File: config.mk
export PLATFORM = sky130hd
export DESIGN_NAME = shift_down_ctrl
export DESIGN_NICKNAME = d
export VERILOG_FILES = /design/src/rtl/shift_down_ctrl.sv
export SDC_FILE = /design/constraint.sdc
export NUM_CORES = 1
export LEC_CHECK = 0
export ABC_AREA = 1
export CAP_MARGIN = 20
export CORE_MARGIN = 4
export CORE_UTILIZATION = 60
export CTS_CLUSTER_DIAMETER = 80
export DETAILED_ROUTE_END_ITERATION = 7
export HOLD_SLACK_MARGIN = 0.15
export PLACE_DENSITY_LB_ADDON = 0.25
export SLEW_MARGIN = 20
export SYNTH_ARGS = -nofsm -noshare
export SYNTH_HDL_FRONTEND = slang
export SYNTH_SLANG_ARGS = --single-unit
File: constraint.sdc
create_clock -name clk -period 14.7 [get_ports clk]
set_input_delay 2.94 -clock clk [delete_from_list [all_inputs] [get_ports clk]]
set_output_delay 2.94 -clock clk [all_outputs]
set_load 0.05 [all_outputs]
File: src/rtl/shift_down_ctrl.sv
// Sequencer for the shift_down chain: issues one read instruction per (SMC, word) under
// FIFO credit, matches returns with a latency-aligned tag pipeline and buffers them for the reader.
module shift_down_ctrl #(
  parameter int NUM_SMC           = 8,
  parameter int PARAM_UR_WORD_CNT = 4,
  parameter int RET_LAT           = 8,
  parameter int FIFO_DEPTH        = 8,
  localparam int WIDX_W = (PARAM_UR_WORD_CNT > 1) ? $clog2(PARAM_UR_WORD_CNT) : 1
) (
  input  logic              clk,
  input  logic              rst_n,
  input  logic              cmd_vld,
  output logic              cmd_rdy,
  input  logic [4:0]        cmd_smc_start,
  input  logic [5:0]        cmd_smc_cnt,
  output logic [133:0]      crd_shiftdn_out,
  input  logic [133:0]      crd_shiftdn_ret,
  output logic              rd_vld,
  input  logic              rd_rdy,
  output logic [127:0]      rd_data,
  output logic [4:0]        rd_smc_id,
  output logic [WIDX_W-1:0] rd_word_idx,
  output logic              busy,
  output logic              done,
  output logic              err
);
  localparam int PTR_W = $clog2(FIFO_DEPTH);
  localparam int CNT_W = PTR_W + 1;

  typedef enum logic [1:0] {IDLE, ISSUE, DRAIN, DONE} state_e;

  state_e            state_q, state_d;
  logic              alive_q;
  logic [4:0]        smc_q, smc_d;
  logic [WIDX_W-1:0] widx_q, widx_d;
  logic [7:0]        remain_q, remain_d;
  logic [CNT_W-1:0]  outst_q;
  logic              err_q;

  logic              out_vld_q;
  logic [127:0]      out_data_q;
  logic [4:0]        out_smc_q;

  logic              tag_live_q [RET_LAT];
  logic [4:0]        tag_smc_q  [RET_LAT];
  logic [WIDX_W-1:0] tag_widx_q [RET_LAT];

  logic [127:0]      mem_data [FIFO_DEPTH];
  logic [4:0]        mem_smc  [FIFO_DEPTH];
  logic [WIDX_W-1:0] mem_widx [FIFO_DEPTH];
  logic [PTR_W-1:0]  wr_ptr_q, rd_ptr_q;
  logic [CNT_W-1:0]  fifo_cnt_q;

  logic              issue, pop, push, credit, cmd_bad, cmd_err, ret_err;
  logic [6:0]        cmd_end;

  assign cmd_end = {2'b00, cmd_smc_start} + {1'b0, cmd_smc_cnt};
  assign cmd_bad = (cmd_smc_cnt == 6'd0) || (cmd_end > 7'(NUM_SMC));
  assign pop     = rd_vld & rd_rdy;
  assign push    = tag_live_q[RET_LAT-1];
  // Outstanding counts every word from issue until it leaves the FIFO, so it covers tags and occupancy.
  assign credit  = (outst_q < CNT_W'(FIFO_DEPTH)) || pop;
  assign ret_err = push && (!crd_shiftdn_ret[133] || (crd_shiftdn_ret[4:0] != tag_smc_q[RET_LAT-1]));

  always_comb begin
    state_d  = state_q;
    smc_d    = smc_q;
    widx_d   = widx_q;
    remain_d = remain_q;
    issue    = 1'b0;
    cmd_err  = 1'b0;
    case (state_q)
      IDLE: begin
        if (cmd_vld && cmd_rdy) begin
          if (cmd_bad) begin
            cmd_err = 1'b1;
          end else begin
            smc_d    = cmd_smc_start;
            widx_d   = '0;
            remain_d = 8'(cmd_smc_cnt) * 8'(PARAM_UR_WORD_CNT);
            state_d  = ISSUE;
          end
        end
      end
      ISSUE: begin
        if (credit) begin
          issue    = 1'b1;
          remain_d = remain_q - 8'd1;
          if (widx_q == WIDX_W'(PARAM_UR_WORD_CNT - 1)) begin
            widx_d = '0;
            smc_d  = smc_q + 5'd1;
          end else begin
            widx_d = widx_q + WIDX_W'(1);
          end
          if (remain_q == 8'd1) state_d = DRAIN;
        end
      end
      DRAIN: begin
        if ((outst_q == '0) || ((outst_q == CNT_W'(1)) && pop)) state_d = DONE;
      end
      DONE:    state_d = IDLE;
      default: state_d = IDLE;
    endcase
  end

  always_ff @(posedge clk or negedge rst_n) begin
    if (!rst_n) begin
      state_q  <= IDLE;
      alive_q  <= 1'b0;
      smc_q    <= '0;
      widx_q   <= '0;
      remain_q <= '0;
      outst_q  <= '0;
      err_q    <= 1'b0;
    end else begin
      state_q  <= state_d;
      alive_q  <= 1'b1;
      smc_q    <= smc_d;
      widx_q   <= widx_d;
      remain_q <= remain_d;
      if (cmd_err || ret_err) err_q <= 1'b1;
      case ({issue, pop})
        2'b10:   outst_q <= outst_q + CNT_W'(1);
        2'b01:   outst_q <= outst_q - CNT_W'(1);
        default: outst_q <= outst_q;
      endcase
    end
  end

  // Only vld drops on idle cycles; data and ID hold since the chain ignores them.
  always_ff @(posedge clk or negedge rst_n) begin
    if (!rst_n) begin
      out_vld_q  <= 1'b0;
      out_data_q <= '0;
      out_smc_q  <= '0;
    end else begin
      out_vld_q <= issue;
      if (issue) begin
        out_data_q <= 128'(widx_q);
        out_smc_q  <= smc_q;
      end
    end
  end

  // Tags start from the head register, so the last stage lines up with the chain tail.
  always_ff @(posedge clk or negedge rst_n) begin
    if (!rst_n) begin
      for (int i = 0; i < RET_LAT; i++) begin
        tag_live_q[i] <= 1'b0;
        tag_smc_q[i]  <= '0;
        tag_widx_q[i] <= '0;
      end
    end else begin
      tag_live_q[0] <= out_vld_q;
      tag_smc_q[0]  <= out_smc_q;
      tag_widx_q[0] <= out_data_q[WIDX_W-1:0];
      for (int i = 1; i < RET_LAT; i++) begin
        tag_live_q[i] <= tag_live_q[i-1];
        tag_smc_q[i]  <= tag_smc_q[i-1];
        tag_widx_q[i] <= tag_widx_q[i-1];
      end
    end
  end

  always_ff @(posedge clk) begin
    if (push) begin
      mem_data[wr_ptr_q] <= crd_shiftdn_ret[132:5];
      mem_smc[wr_ptr_q]  <= tag_smc_q[RET_LAT-1];
      mem_widx[wr_ptr_q] <= tag_widx_q[RET_LAT-1];
    end
  end

  always_ff @(posedge clk or negedge rst_n) begin
    if (!rst_n) begin
      wr_ptr_q   <= '0;
      rd_ptr_q   <= '0;
      fifo_cnt_q <= '0;
    end else begin
      if (push) wr_ptr_q <= wr_ptr_q + PTR_W'(1);
      if (pop)  rd_ptr_q <= rd_ptr_q + PTR_W'(1);
      case ({push, pop})
        2'b10:   fifo_cnt_q <= fifo_cnt_q + CNT_W'(1);
        2'b01:   fifo_cnt_q <= fifo_cnt_q - CNT_W'(1);
        default: fifo_cnt_q <= fifo_cnt_q;
      endcase
    end
  end

  assign rd_vld          = (fifo_cnt_q != '0);
  assign rd_data         = rd_vld ? mem_data[rd_ptr_q] : '0;
  assign rd_smc_id       = rd_vld ? mem_smc[rd_ptr_q]  : '0;
  assign rd_word_idx     = rd_vld ? mem_widx[rd_ptr_q] : '0;
  assign crd_shiftdn_out = {out_vld_q, out_data_q, out_smc_q};
  assign cmd_rdy         = alive_q && (state_q == IDLE);
  assign busy            = (state_q != IDLE);
  assign done            = (state_q == DONE);
  assign err             = err_q;

endmodule

==> metrics.txt, run 1 <==
average wire per standard cell=21.1 um; Setup-failing EPs final=0; GRT Residual Overflow=0; Layout Nets=3,997; CP bufs+invs=3; Slew HR=0.192; Cell Rows=102; first-pass GRT wire length=158 mm; # Post-CTS Setup Buffers=0; placed cell area=0.0503 mm^2; Vias/cell=5.85; Max Slew Vio Count=0; vias in the first global route=27,900; post-layout min period=8.16 ns; Lkg Pwr=18.5 nW; WP data arrival=5.22 ns; clock slew at reported path FFs=0.06 ns; Final Cell Area=0.0540 mm^2; H-tree Lvls=3; CORE AREA=0.0778 mm^2; final worst clock skew=0.0125 ns; CTS tree=yes; post-route ant nets=0; CTS Buf Count=113; Mapped Area=0.0473 mm^2; Synth Warn #=0; Die Ht=289 um; startpoint types=flip-flop; Netlist cell types=35; die area=0.0834 mm^2; io pins=423; Max Cap Viol=0; drc violations=0; Layout area overhead=14.1%; most frequent CP cell=nor2_1; hold slack=0.343 ns; first drt pass iteration count=5; DR vias=29,000; critical path class=reg -> out; Setup crit end kind=output pin; fillers=5,228; clock sink count=1,185; HPWL after DPL=52.4 mm; FF/Latch Area=0.0351 mm^2; Synth Area per Inst=13.1 um^2; Buffers on Ports=296; Die Wd=289 um; most common cell after layout, fill and taps aside=nor2_1; critical path's largest stage delay=0.97 ns; antenna violations before repair=12; register area share after synthesis=0.741; Pwr Density=230 mW/mm^2; Cells after Synth=3,613; pre-CTS setup slack=7.00 ns; total detailed-routing wirelength=105 mm; Post-CTS Hold Fix Bufs=0; Starting Density=0.608; setup TNS=0 ns; fin util=0.694; pin count of the biggest net entering global routing=359; Total GRT Usage=0.245; number of gates resized after cts=0; fmax=123 MHz; critical path's slowest cell=buf_4; RSZ-0062 raised after global routing=false; measured slew at the worst slew-check pin=1.21 ns; Clk Latency, worst-skew pair=0.66 ns; gpl congestion=0.771; clock buffer depth=3; hold crit path type=reg -> reg; Root Driver=clkbuf_16; critical-path cell list=clkinv_16 -> buf_4 -> nor2_1 -> o32ai_1 -> nor2_1 -> nor2_1 -> clkdlybuf4s50_1; Max IR drop VDD=0.000230 V; Seq cells post-synth=1,185; Critical Path RT=11.76 ns; layout cells sized above 1=0.0518; Hold Vio Cnt, Final=0; leading cell types in the layout, fill and taps excluded=nor2_1, edfxtp_1, o21ai_0; setup ws final=6.54 ns; Top delay family on crit path=buffers and inverters; period utilization=0.555; worst-path fanout max=358; status=finished, final reports clean; DRT iter0 DRCs=2,907; Multi-input gate area=0.0105 mm^2
## sequential cells by signal (all words and copies together), names as in the netlist
register	flops
out_vld_q	1
tag_live_q	7
mem_widx	16
mem_smc	40
out_smc_q	5
smc_q	5
outst_q	4
fifo_cnt_q	4
push	1
wr_ptr_q	3
tag_smc_q	40
err	1
out_data_q	2
remain_q	8
tag_widx_q	16
state_q	2
widx_q	2
rd_ptr_q	3
alive_q	1
mem_data	1024
## cell usage after synthesis
library cell  number  share of area
o21ai_0          325          0.034
nand2_2            1        0.00013
a21oi_2            1        0.00019
xor2_1            10         0.0019
conb_1             2        0.00016
o21ai_1          101          0.011
inv_6              1        0.00019
nand3_2            2        0.00042
ha_1              23         0.0061
and2_1             1        0.00013
inv_2              2        0.00016
clkbuf_1         115         0.0091
a21oi_1            5        0.00053
xnor2_1            6         0.0011
inv_1             40         0.0032
nand2_1          119         0.0094
buf_2             61         0.0065
dfrtp_1          105          0.056
nand3b_1           1        0.00016
o22ai_1            1        0.00013
nor3_1             2        0.00021
o32ai_1          270          0.050
or2_2              2        0.00026
clkinv_1           1       0.000079
nand4_1           19         0.0025
edfxtp_1        1080           0.69
nor2_1          1114          0.088
buf_8              1        0.00032
buf_6             25         0.0059
fa_1               2        0.00085
buf_4            143          0.023
clkbuf_4           3        0.00048
buf_1              7        0.00056
o211ai_1           1        0.00016
nand3_1           21         0.0022
## kinds of logic (layout without fill, tap and decap cells)
logic type               after synthesis  in the layout  share of synthesized area
other                                  2            131                   0.000159
XOR/XNOR                              16             16                    0.00296
flip-flops                          1185           1185                      0.741
AND/OR/NAND/NOR                     1282           1282                      0.104
buffers and inverters                399            577                     0.0492
adder cells (fa/ha/maj)               25             25                    0.00693
AO/OA/AOI/OAI                        704            704                     0.0960
## worst register-to-register path, delay by kind of cell (launching register included)
family | cells | cell delay, ns
flops | 1 | 0.48
simple gates | 2 | 1.06
buf+inv | 3 | 1.42
## final timing paths
kind / start / end / slack [ns] / cells past startpoint
max in group asynchronous: rst_n / tag_smc_q[8] / 11.25 / 2
hold / removal: tag_smc_q[37] / tag_smc_q[32] / 0.34 / 0
setup / recovery: rd_ptr_q[0] / rd_data[36] / 6.54 / 7
min in group asynchronous: rst_n / remain_q[3] / 2.22 / 1
setup reg to reg: push / mem_data[0][76] / 11.31 / 5
hold reg to reg: tag_smc_q[37] / tag_smc_q[32] / 0.34 / 0
## per-layer routing
metal / wire (um) / share of wire / global-route usage / up-vias
met2: 51200 / 0.49 / 0.403 / 1097
met4: 2890 / 0.028 / 0.0739 / 18
li1: - / - / - / 13300
met5: 97 / 0.00093 / 0 / -
met1: 42300 / 0.40 / 0.334 / 14300
met3: 8180 / 0.078 / 0.0511 / 224
## per-stage QoR
| stage | cells | total power, mW |
|---|---|---|
| 3_3_place_gp | 4747 | 9.57 |
| 2_1_floorplan | 3738 | 8.18 |
| 3_5_place_dp | 4747 | 9.66 |
| 6_report | 4960 | 12.4 |
| 4_1_cts | 4955 | 12.5 |
| 5_1_grt | 4957 | 13.0 |
## report_power, final
part	switching [mW]	total, mW	leakage (nW)	internal, mW
clock	1.18	2.83	1.77	1.64
combinational	3.73	5.24	5.59	1.51
sequential	0.233	4.38	11.1	4.14
## cell type report
cell class / count / area share
Tap cell: 1040 / 0.0241
Inverter: 44 / 0.00364
Sequential cell: 1185 / 0.650
Clock buffer: 150 / 0.0577
Multi-Input combinational cell: 2154 / 0.194
Antenna cell: 4 / 0.000185
Clock inverter: 58 / 0.0101
Timing Repair Buffer: 325 / 0.0609
Power figures use the tool's default switching activity.
==> inputs of run 2 (changes only) <==
--- a/config.mk
+++ b/config.mk
@@ -8,7 +8,7 @@
 export ABC_AREA = 1
 export CAP_MARGIN = 20
 export CORE_MARGIN = 4
-export CORE_UTILIZATION = 60
+export CORE_UTILIZATION = 52
 export CTS_CLUSTER_DIAMETER = 80
 export DETAILED_ROUTE_END_ITERATION = 7
 export HOLD_SLACK_MARGIN = 0.15
==> constraint.sdc (replaced) <==
create_clock -name clk -period 7.3 [get_ports clk]
set_input_delay 1.46 -clock clk [delete_from_list [all_inputs] [get_ports clk]]
set_output_delay 1.46 -clock clk [all_outputs]
set_load 0.05 [all_outputs]
==> run 2 against run 1 <==
Compared with the run above: sequential power grew 100%; sequential share of layout area shrank 0.47 points; highest routed layer unchanged; flip-flop and latch count is the same; combinational power grew 100%; total power grew 100%; clock power grew 110%; final cell count grew 3.2%; via count shrank 1.4%; count of clock-buffer cells in the layout shrank 10; clock skew grew 0.0073 ns.
==> metrics.txt, run 2 (synthesis gave the netlist of run 1 again) <==
pre-CTS setup slack=2.36 ns; first-pass GRT wire length=161 mm; Worst Setup SP=rd_ptr_q[0]; HPWL after DPL=55.7 mm; WP data arrival=4.24 ns; CP bufs+invs=3; Max Slew Vio Count=0; drc violations=0; reg2reg path depth=10; CTS tree=yes; Die Wd=310 um; fillers=6,865; Top delay family on crit path=buffers and inverters; layout cells sized above 1=0.0592; reg2reg end=outst_q[2]; Setup crit end kind=output pin; CORE AREA=0.0901 mm^2; Pwr Density=464 mW/mm^2; Root Driver=clkbuf_16; Layout Nets=4,015; RSZ-0062 raised after global routing=false; clock sink count=1,185; CTS Buf Count=115; period utilization=0.781; critical-path cell list=clkinv_16 -> buf_12 -> nor2_1 -> o32ai_1 -> o21ai_1 -> nor2_1 -> clkdlybuf4s50_1; most frequent CP cell=nor2_1; measured slew at the worst slew-check pin=1.26 ns; Hold Vio Cnt, Final=0; GRT Residual Overflow=0; setup TNS=0 ns; DR vias=28,600; Top reg by flops=mem_data; top flop regs=mem_data x1024, mem_smc x40, tag_smc_q x40; critical path class=reg -> out; average wire per standard cell=20.8 um; gpl congestion=0.786; Layout area overhead=14.9%; H-tree Lvls=3; fmax=175 MHz; DRT iter0 DRCs=2,656; hold path depth=0; Slew HR=0.160; Largest register FFs=1,024; critical path's largest stage delay=0.81 ns; FF-to-FF Start=state_q[1]; met3 WL=7.01 mm; setup ws final=1.60 ns; Lkg Pwr=18.6 nW; first drt pass iteration count=7; Max Cap Viol=0; Starting Density=0.525; pin count of the biggest net entering global routing=359; status=finished, final reports clean; clock buffer depth=3; Routed met2 length=51.5 mm; Cell Rows=110; clock slew at reported path FFs=0.06 ns; total detailed-routing wirelength=106 mm; hold crit path type=reg -> reg; critical path's slowest cell=clkdlybuf4s50_1; number of gates resized after cts=0; DR top layer=met5; Max IR drop VDD=0.000489 V; Post-CTS Hold Fix Bufs=0; worst-path fanout max=358; R2R setup slack=4.02 ns; # Post-CTS Setup Buffers=0; M1 WL=45.6 mm; startpoint types=flip-flop; die area=0.0959 mm^2; Total GRT Usage=0.218; final worst clock skew=0.0198 ns; most common cell after layout, fill and taps aside=nor2_1; leading cell types in the layout, fill and taps excluded=nor2_1, edfxtp_1, o21ai_0; Setup-failing EPs final=0; Die Ht=310 um; Vias/cell=5.59; vias in the first global route=27,500; io pins=423; Hold Path End=tag_smc_q[31]; post-route ant nets=0; Critical Path RT=5.84 ns; Buffers on Ports=296; post-layout min period=5.70 ns; antenna violations before repair=14; Hold Crit Start=tag_smc_q[36]; Clk Latency, worst-skew pair=0.71 ns
-- run 2: changes by cell type in the layout (fill, tap and decap cells not counted), sizes merged --
| cell | change |
|---|---|
| buf | +16 |
| bufinv | +2 |
| clkbuf | -10 |
| clkinv | +12 |
| clkinvlp | -3 |
| diode | +4 |
| inv | +4 |
-- run 2: layer usage --
layer | up-vias | global-route usage
met1 | 14200 | 0.309
li1 | 13400 | -
met4 | 14 | 0.0640
met5 | - | 0
met2 | 890 | 0.352
met3 | 153 | 0.0383
-- run 2: worst max-delay path by stage --
stage                     slack, ns              to  cells past startpoint
after CTS                      1.65    rd_data[103]                      7
final                          1.60    rd_data[103]                      7
after detailed placement       2.36    rd_data[103]                      7
after floorplan                0.28  mem_data[0][0]                      3
after global routing           1.44    rd_data[103]                      7
after global placement         2.42    rd_data[103]                      7
-- run 2: cell type report --
class / count / area, um^2 / area share
multi-input combinational: 2154 / 10500 / 0.193
antenna: 8 / 20.0 / 0.000368
sequential: 1185 / 35100 / 0.645
tap: 1176 / 1470 / 0.0271
timing repair buffer: 341 / 3390 / 0.0622
inverter: 44 / 196 / 0.00361
clock buffer: 140 / 3080 / 0.0565
clock inverter: 73 / 699 / 0.0129
-- run 2: stage by stage --
stage | instance area [um^2] | utilization | total power [mW] | hold slack, ns | instances
final | 54400 | 0.603 | 25.2 | 0.346 | 5121
after global routing | 54400 | 0.603 | 26.6 | 0.354 | 5117
after CTS | 54400 | 0.603 | 25.4 | 0.348 | 5113
after detailed placement | 50600 | 0.561 | 19.5 | 0.335 | 4900
after global placement | 50600 | 0.561 | 19.5 | 0.331 | 4900
after floorplan | 47800 | - | 16.5 | 0.331 | 3738
-- run 2: report_power, final --
| part | internal (mW) | total [mW] | switching, mW | leakage [nW] |
|---|---|---|---|---|
| sequential | 8.34 | 8.74 | 0.397 | 11.1 |
| combinational | 3.07 | 10.6 | 7.56 | 5.68 |
| clock | 3.39 | 5.86 | 2.48 | 1.86 |
| total | 14.8 | 25.2 | 10.4 | 18.6 |
